`config.mk`:
```
export PLATFORM = sky130hd
export DESIGN_NAME = meter_display_flat
export DESIGN_NICKNAME = d
export VERILOG_FILES = /design/src/rtl/meter_display_if.sv /design/src/rtl/meter_display.sv /design/src/flat_wrapper.sv
export SDC_FILE = /design/constraint.sdc
export NUM_CORES = 1
export LEC_CHECK = 0
export BUFFER_PORTS_ARGS = -buffer_cell sky130_fd_sc_hd__buf_2
export CAP_MARGIN = 20
export CELL_PAD_IN_SITES_DETAIL_PLACEMENT = 1
export CELL_PAD_IN_SITES_GLOBAL_PLACEMENT = 1
export CORE_UTILIZATION = 48
export DETAILED_ROUTE_END_ITERATION = 10
export PLACE_DENSITY_LB_ADDON = 0.1
export REMOVE_ABC_BUFFERS = 1
export SLEW_MARGIN = 20
export SYNTH_ARGS = -nofsm -noshare
export SYNTH_HDL_FRONTEND = slang
export SYNTH_SLANG_ARGS = --single-unit
```
`constraint.sdc`:
```
create_clock -name clk -period 2.8 [get_ports clk]
set_clock_uncertainty 0.05 [all_clocks]
set_input_delay 0 -clock clk [delete_from_list [all_inputs] [get_ports clk]]
set_output_delay 0 -clock clk [all_outputs]
set_load 0.1 [all_outputs]
```
`src/rtl/meter_display_if.sv`:
```
// meter_display_if: bundles the meter-to-display signals.
//   time_left : remaining seconds from the meter (binary, 14 bits)
//   sec_tick  : one-cycle pulse at each 1 s decrement
//   an        : digit anodes, active-low one-hot, an[0] = ones digit
//   seg       : segments {g,f,e,d,c,b,a}, active-low
//   busy      : high while a BCD conversion is running
// master = meter side, slave = display side.
interface meter_display_if;
    logic [13:0] time_left;
    logic        sec_tick;
    logic [3:0]  an;
    logic [6:0]  seg;
    logic        busy;

    modport master (output time_left, sec_tick, input an, seg, busy);
    modport slave  (input time_left, sec_tick, output an, seg, busy);
endinterface

```
`src/rtl/meter_display.sv`:
```
// meter_display: 4-digit common-anode 7-segment driver for the parking meter.
// Clamps time_left to 9999, converts it to BCD with a 14-cycle shift-add-3
// engine, multiplexes the digits and applies the blink rules
// (0 -> 1 Hz flash, 1..179 -> 1 s on / 1 s off, >=180 -> steady).
// Ports:
//   clk  : system clock
//   rst  : asynchronous active-low reset
//   bus  : meter_display_if.slave (time_left, sec_tick in; an, seg, busy out)
// Parameters:
//   CLK_HZ   : clk cycles per second (blink phase)
//   SCAN_DIV : clk cycles each digit stays selected (>=1)
// Optional macro LEADING_ZERO_BLANK_EN: leading zero digits above the ones
// digit show blank segments while their anode stays driven.
module meter_display #(
    parameter int CLK_HZ   = 100,
    parameter int SCAN_DIV = 1
) (
    input  logic            clk,
    input  logic            rst,
    meter_display_if.slave  bus
);
    localparam int PW = $clog2(CLK_HZ + 1);
    localparam int DW = $clog2(SCAN_DIV + 1);

    typedef enum logic {IDLE, SHIFT} state_t;

    state_t        state, state_nx;
    logic [13:0]   val, last_val, sh;
    logic [15:0]   acc, adj, acc_nx, bcd;
    logic [3:0]    cnt;
    logic          busy_r;
    logic [PW-1:0] ph_cnt;
    logic          sec_par;
    logic [DW-1:0] div;
    logic [1:0]    idx;
    logic [3:0]    dig;
    logic          blank, lead;
    logic [3:0]    an_r;
    logic [6:0]    seg_r;

    assign val      = (bus.time_left > 14'd9999) ? 14'd9999 : bus.time_left;
    assign bus.busy = busy_r;
    assign bus.an   = an_r;
    assign bus.seg  = seg_r;

    function automatic logic [6:0] seg7(input logic [3:0] d);
        case (d)
            4'd0:    seg7 = 7'h40;
            4'd1:    seg7 = 7'h79;
            4'd2:    seg7 = 7'h24;
            4'd3:    seg7 = 7'h30;
            4'd4:    seg7 = 7'h19;
            4'd5:    seg7 = 7'h12;
            4'd6:    seg7 = 7'h02;
            4'd7:    seg7 = 7'h78;
            4'd8:    seg7 = 7'h00;
            4'd9:    seg7 = 7'h10;
            default: seg7 = 7'h7F;
        endcase
    endfunction

    // Add-3 on every digit >=5, then shift the next binary bit in.
    always_comb begin
        adj = acc;
        for (int i = 0; i < 4; i++)
            if (acc[4*i +: 4] >= 4'd5) adj[4*i +: 4] = acc[4*i +: 4] + 4'd3;
        acc_nx = {adj[14:0], sh[13]};
    end

    always_ff @(posedge clk or negedge rst) begin
        if (!rst) state <= IDLE;
        else      state <= state_nx;
    end

    always_comb begin
        state_nx = state;
        case (state)
            IDLE:    if (val != last_val) state_nx = SHIFT;
            SHIFT:   if (cnt == 4'd13)    state_nx = IDLE;
            default: state_nx = IDLE;
        endcase
    end

    // Conversion datapath; bcd only changes on the final shift, so the
    // display never sees a partial result.
    always_ff @(posedge clk or negedge rst) begin
        if (!rst) begin
            sh <= '0; acc <= '0; bcd <= '0; last_val <= '0; cnt <= '0; busy_r <= 1'b0;
        end else begin
            case (state)
                IDLE: if (val != last_val) begin
                    sh       <= val;
                    last_val <= val;
                    acc      <= '0;
                    cnt      <= '0;
                    busy_r   <= 1'b1;
                end
                SHIFT: begin
                    acc <= acc_nx;
                    sh  <= {sh[12:0], 1'b0};
                    cnt <= cnt + 4'd1;
                    if (cnt == 4'd13) begin
                        bcd    <= acc_nx;
                        busy_r <= 1'b0;
                    end
                end
                default: ;
            endcase
        end
    end

    // Blink phase; sec_tick resynchronises the second to the meter.
    always_ff @(posedge clk or negedge rst) begin
        if (!rst) begin
            ph_cnt  <= '0;
            sec_par <= 1'b0;
        end else if (bus.sec_tick) begin
            ph_cnt  <= '0;
            sec_par <= ~sec_par;
        end else if (ph_cnt == PW'(CLK_HZ - 1)) begin
            ph_cnt  <= '0;
            sec_par <= ~sec_par;
        end else begin
            ph_cnt  <= ph_cnt + 1'b1;
        end
    end

    always_ff @(posedge clk or negedge rst) begin
        if (!rst) begin
            div <= '0;
            idx <= '0;
        end else if (div == DW'(SCAN_DIV - 1)) begin
            div <= '0;
            idx <= idx + 2'd1;
        end else begin
            div <= div + 1'b1;
        end
    end

    // BCD order matches numeric order, so 0180 can be compared directly.
    assign blank = (bcd == 16'h0000) ? (ph_cnt >= PW'(CLK_HZ / 2)) :
                   (bcd <  16'h0180) ? sec_par : 1'b0;
    assign dig   = bcd[{idx, 2'b00} +: 4];

`ifdef LEADING_ZERO_BLANK_EN
    assign lead = ((idx == 2'd3) && (bcd[15:12] == 4'd0)) ||
                  ((idx == 2'd2) && (bcd[15:8]  == 8'd0)) ||
                  ((idx == 2'd1) && (bcd[15:4]  == 12'd0));
`else
    assign lead = 1'b0;
`endif

    always_ff @(posedge clk or negedge rst) begin
        if (!rst) begin
            an_r  <= 4'hF;
            seg_r <= 7'h7F;
        end else if (blank) begin
            an_r  <= 4'hF;
            seg_r <= 7'h7F;
        end else begin
            an_r  <= ~(4'b0001 << idx);
            seg_r <= lead ? 7'h7F : seg7(dig);
        end
    end
endmodule

```
`src/flat_wrapper.sv`:
```
// flat-port wrapper written by rule: the top's interface ports become plain ports
module meter_display_flat 
#(
    parameter int CLK_HZ   = 100,
    parameter int SCAN_DIV = 1
)
  (clk, rst, bus_time_left, bus_sec_tick, bus_an, bus_seg, bus_busy);
  meter_display_if bus_i ();
  input  logic clk;
  input  logic rst;
  input wire logic [$bits(bus_i.time_left)-1:0] bus_time_left;
  input wire logic [$bits(bus_i.sec_tick)-1:0] bus_sec_tick;
  output wire logic [$bits(bus_i.an)-1:0] bus_an;
  output wire logic [$bits(bus_i.seg)-1:0] bus_seg;
  output wire logic [$bits(bus_i.busy)-1:0] bus_busy;
  assign bus_i.time_left = bus_time_left;
  assign bus_i.sec_tick = bus_sec_tick;
  assign bus_an = bus_i.an;
  assign bus_seg = bus_i.seg;
  assign bus_busy = bus_i.busy;
  meter_display #(.CLK_HZ(CLK_HZ), .SCAN_DIV(SCAN_DIV)) u_core (.clk(clk), .rst(rst), .bus(bus_i));
endmodule
```
==> impl_metrics.toml <==
[final_layout]
final_cell_mix = "76 x dfrtp_1, 57 x nand2_1, 38 x o21ai_0, 30 x inv_1, 27 x buf_2"
layout.nets = 544
nFillCells = 1050
seq_area_um2 = 2190
drive_gt1_frac = 0.174
multi_input_area_um2 = 2190
design_area_um2 = 5190
syn2layout_area_growth_pct = 12.9
antennaDiodeCount = 0
mostFrequentLayoutCell = "dfrtp_1"

[route]
drc = 0
ant_nets = 0
first_pass_iters = 4
drtIter0Drc = 114
wirelength_mm = 10.7
vias = 3654
routed_via_density = 5.71
drt-wirelength-per-cell_um = 16.7

[synth]
ys_ff_latch = 87
yosysUniqueCellTypes = 63
ys_seq_area_frac = 0.476
netlist_instances = 469
synth-edff-count = 0
synth.avg_cell_area_um2 = 9.81
yosys_warnings = 0
synth_flop_cell = "dfrtp_1"
async_flop_share = 1.00
syn_area_um2 = 4600

[cts]
cts_max_level = 3
clkLatencyLatePin_ns = 0.35
cts_tree = "done"
cts_buffers = 9
cts_root_buf = "clkbuf_8"
clock_path_buffers = 2
clk_pin_slew_ns = 0.09
cts.sinks = 87

[setup_path]
endpoint_kind = "flip-flop"
slowest_delay_ns = 0.58
cp_cell_sequence = "dlygate4sd3_1 > buf_2 > or4_4 > a211oi_2 > o22ai_1 > or4_4 > o21ai_0 > a21boi_2"
cp_max_fo = 12
critPathKind = "primary input to flip-flop"
cp-startpoint = "bus_time_left[6]"
worstPathArrival_ns = 2.92
cp-start-kind = "primary input"
worstPathRequired_ns = 3.04
crit_slowest_cell = "or4_4"
path_common_cell = "or4_4"
crit_family = "compound AO/OA/AOI/OAI gates"
r2r-start = "u_core.last_val[5]"
cp_num_buf_inv = 2

[timing]
hold_viol = 0
finalCriticalPeriod_ns = 2.69
rsz0062_at_grt = "false"
fin_crit_sh = 0.960
worst_pin_slew_ns = 0.762
setup_viol = 0
maxSlewViolCount = 0
setup_ws_ns = 0.113
max_slew_margin = 0.492
fmax_mhz = 372

[die]
fp.dieH_um = 99.9
initial_utilization = 0.498
coreArea_um2 = 9240
die_x_um = 99.9
die_area_um2 = 9980
io-pin-count = 29
rows = 35

[hold_path]
hold_start = "bus_time_left[13]"
hold_path.class = "primary input to flip-flop"

[placed_design]
finalWeightedCongestion = 0.843
place_area_um2 = 4890
dp_slack_ns = 0.200
dp_hpwl_mm = 7.57
io_buffers = 28

[power_and_ir_drop]
finalPower_w = 0.00551
p_per_area_nw_per_um2 = 1060
vdd_drop_max_mv = 0.416
p_leak_nw = 2.27

[outcome]
outcome = "complete, no violations"

[grt]
grt_use_met3 = 0.0383
grt_pass1_vias = 3709
track_usage = 0.233
grt.met2_usage = 0.404
overflow = 0
antenna_found_initial = 0
met1_usage = 0.300
grt_pass1_wl_mm = 18.2
top_usage_layer = "met2"
grt_max_degree = 84

[job]
cap_violations = 0
flip-flops by register name (all words and copies together) (netlist names):
name / cells
u_core.bus.an: 4
u_core.sec_par: 1
u_core.idx: 2
u_core.bus.seg: 7
u_core.bcd: 16
u_core.state: 1
u_core.sh: 14
u_core.bus.busy: 1
u_core.acc: 16
u_core.last_val: 14
u_core.ph_cnt: 7
u_core.cnt: 4
per-layer routing:
metal | routed length (um) | share of wire | up-vias
met5 | 0 | 0 | -
met4 | 124 | 0.012 | 0
met3 | 237 | 0.022 | 11
met2 | 5430 | 0.51 | 54
met1 | 4920 | 0.46 | 1827
li1 | - | - | 1762
repair_timing:
action                     4_1_cts  5_1_grt
gates resized for setup          0        1
hold endpoints to repair        94        0
buffers inserted                 0        2
hold buffers                     8        0
setup endpoints to repair        0       12
per-stage QoR:
step	hold WS, ns	utilization	instances	TNS (ns)
after floorplan	-0.346	-	446	-3.97
after global placement	0.141	0.530	614	0
after detailed placement	0.145	0.530	614	0
after CTS	0.00104	0.560	638	0
after global routing	0.0146	0.562	640	0
final	0.0243	0.562	640	0
synth_stat cells, types with 2 or more instances:
library cell	count	area share
a31oi_1	7	0.0095
nor2_1	18	0.015
dfrtp_1	76	0.41
o22ai_1	12	0.016
mux4_2	4	0.020
inv_1	30	0.024
nor3_1	12	0.013
or4_4	2	0.0049
nor4_1	5	0.0068
xnor2_1	7	0.013
o211ai_1	6	0.0098
a22o_1	3	0.0057
xor2_1	8	0.015
nand2b_1	10	0.014
clkbuf_1	15	0.012
buf_6	2	0.0049
o2bb2ai_1	4	0.0076
nand4_1	10	0.014
o311a_1	5	0.011
dfstp_2	11	0.063
mux2_2	4	0.0098
o21ai_0	38	0.041
a211oi_1	3	0.0049
o21ai_1	4	0.0044
ha_1	21	0.057
nor3b_1	8	0.013
a21oi_1	25	0.027
nand3_1	13	0.014
nand2_1	57	0.047
buf_2	4	0.0044
or3_1	2	0.0027
mux2i_1	2	0.0044
o31ai_1	3	0.0049
o21a_1	3	0.0049
a21o_1	2	0.0033
a21boi_2	4	0.0098
nor4bb_1	3	0.0065
cells by family after synthesis:
logic type | count (synthesis) | share of synthesized area
flip-flops | 87 | 0.476
XOR/XNOR | 15 | 0.0286
AND/OR/NAND/NOR | 147 | 0.161
multiplexers | 10 | 0.0337
adder cells (fa/ha/maj) | 21 | 0.0571
buffers and inverters | 54 | 0.0495
AO/OA/AOI/OAI | 135 | 0.194
worst min-delay path, stage by stage:
cell and delay [ns]:
buf_2 0.14, nor3b_1 0.08, a22o_1 0.17
worst paths after layout:
check,endpoint,slack (ns),cells after the start
worst max register to register,u_core.last_val[8],0.40,6
max in group asynchronous,u_core.bus.an[2],1.79,3
min in group asynchronous,u_core.acc[15],0.20,2
worst max-delay path,u_core.last_val[8],0.11,8
worst min register to register,u_core.bus.busy,0.46,2
worst min-delay path,u_core.last_val[12],0.02,3
cell type report:
class	instances	share of cell area
clock buffer	11	0.0272
timing repair buffer	49	0.0648
clock inverter	5	0.0111
sequential	87	0.422
multi-input combinational	328	0.422
tap	129	0.0311
inverter	31	0.0224
power breakdown:
| part | leakage, nW | total [W] | internal (W) | switching [W] |
|---|---|---|---|---|
| Sequential | 1.07 | 0.00223 | 0.00179 | 0.000443 |
| Combinational | 1.12 | 0.00238 | 0.000880 | 0.00151 |
| Clock | 0.0916 | 0.000895 | 0.000436 | 0.000459 |
(Power assumes the default switching activity.)
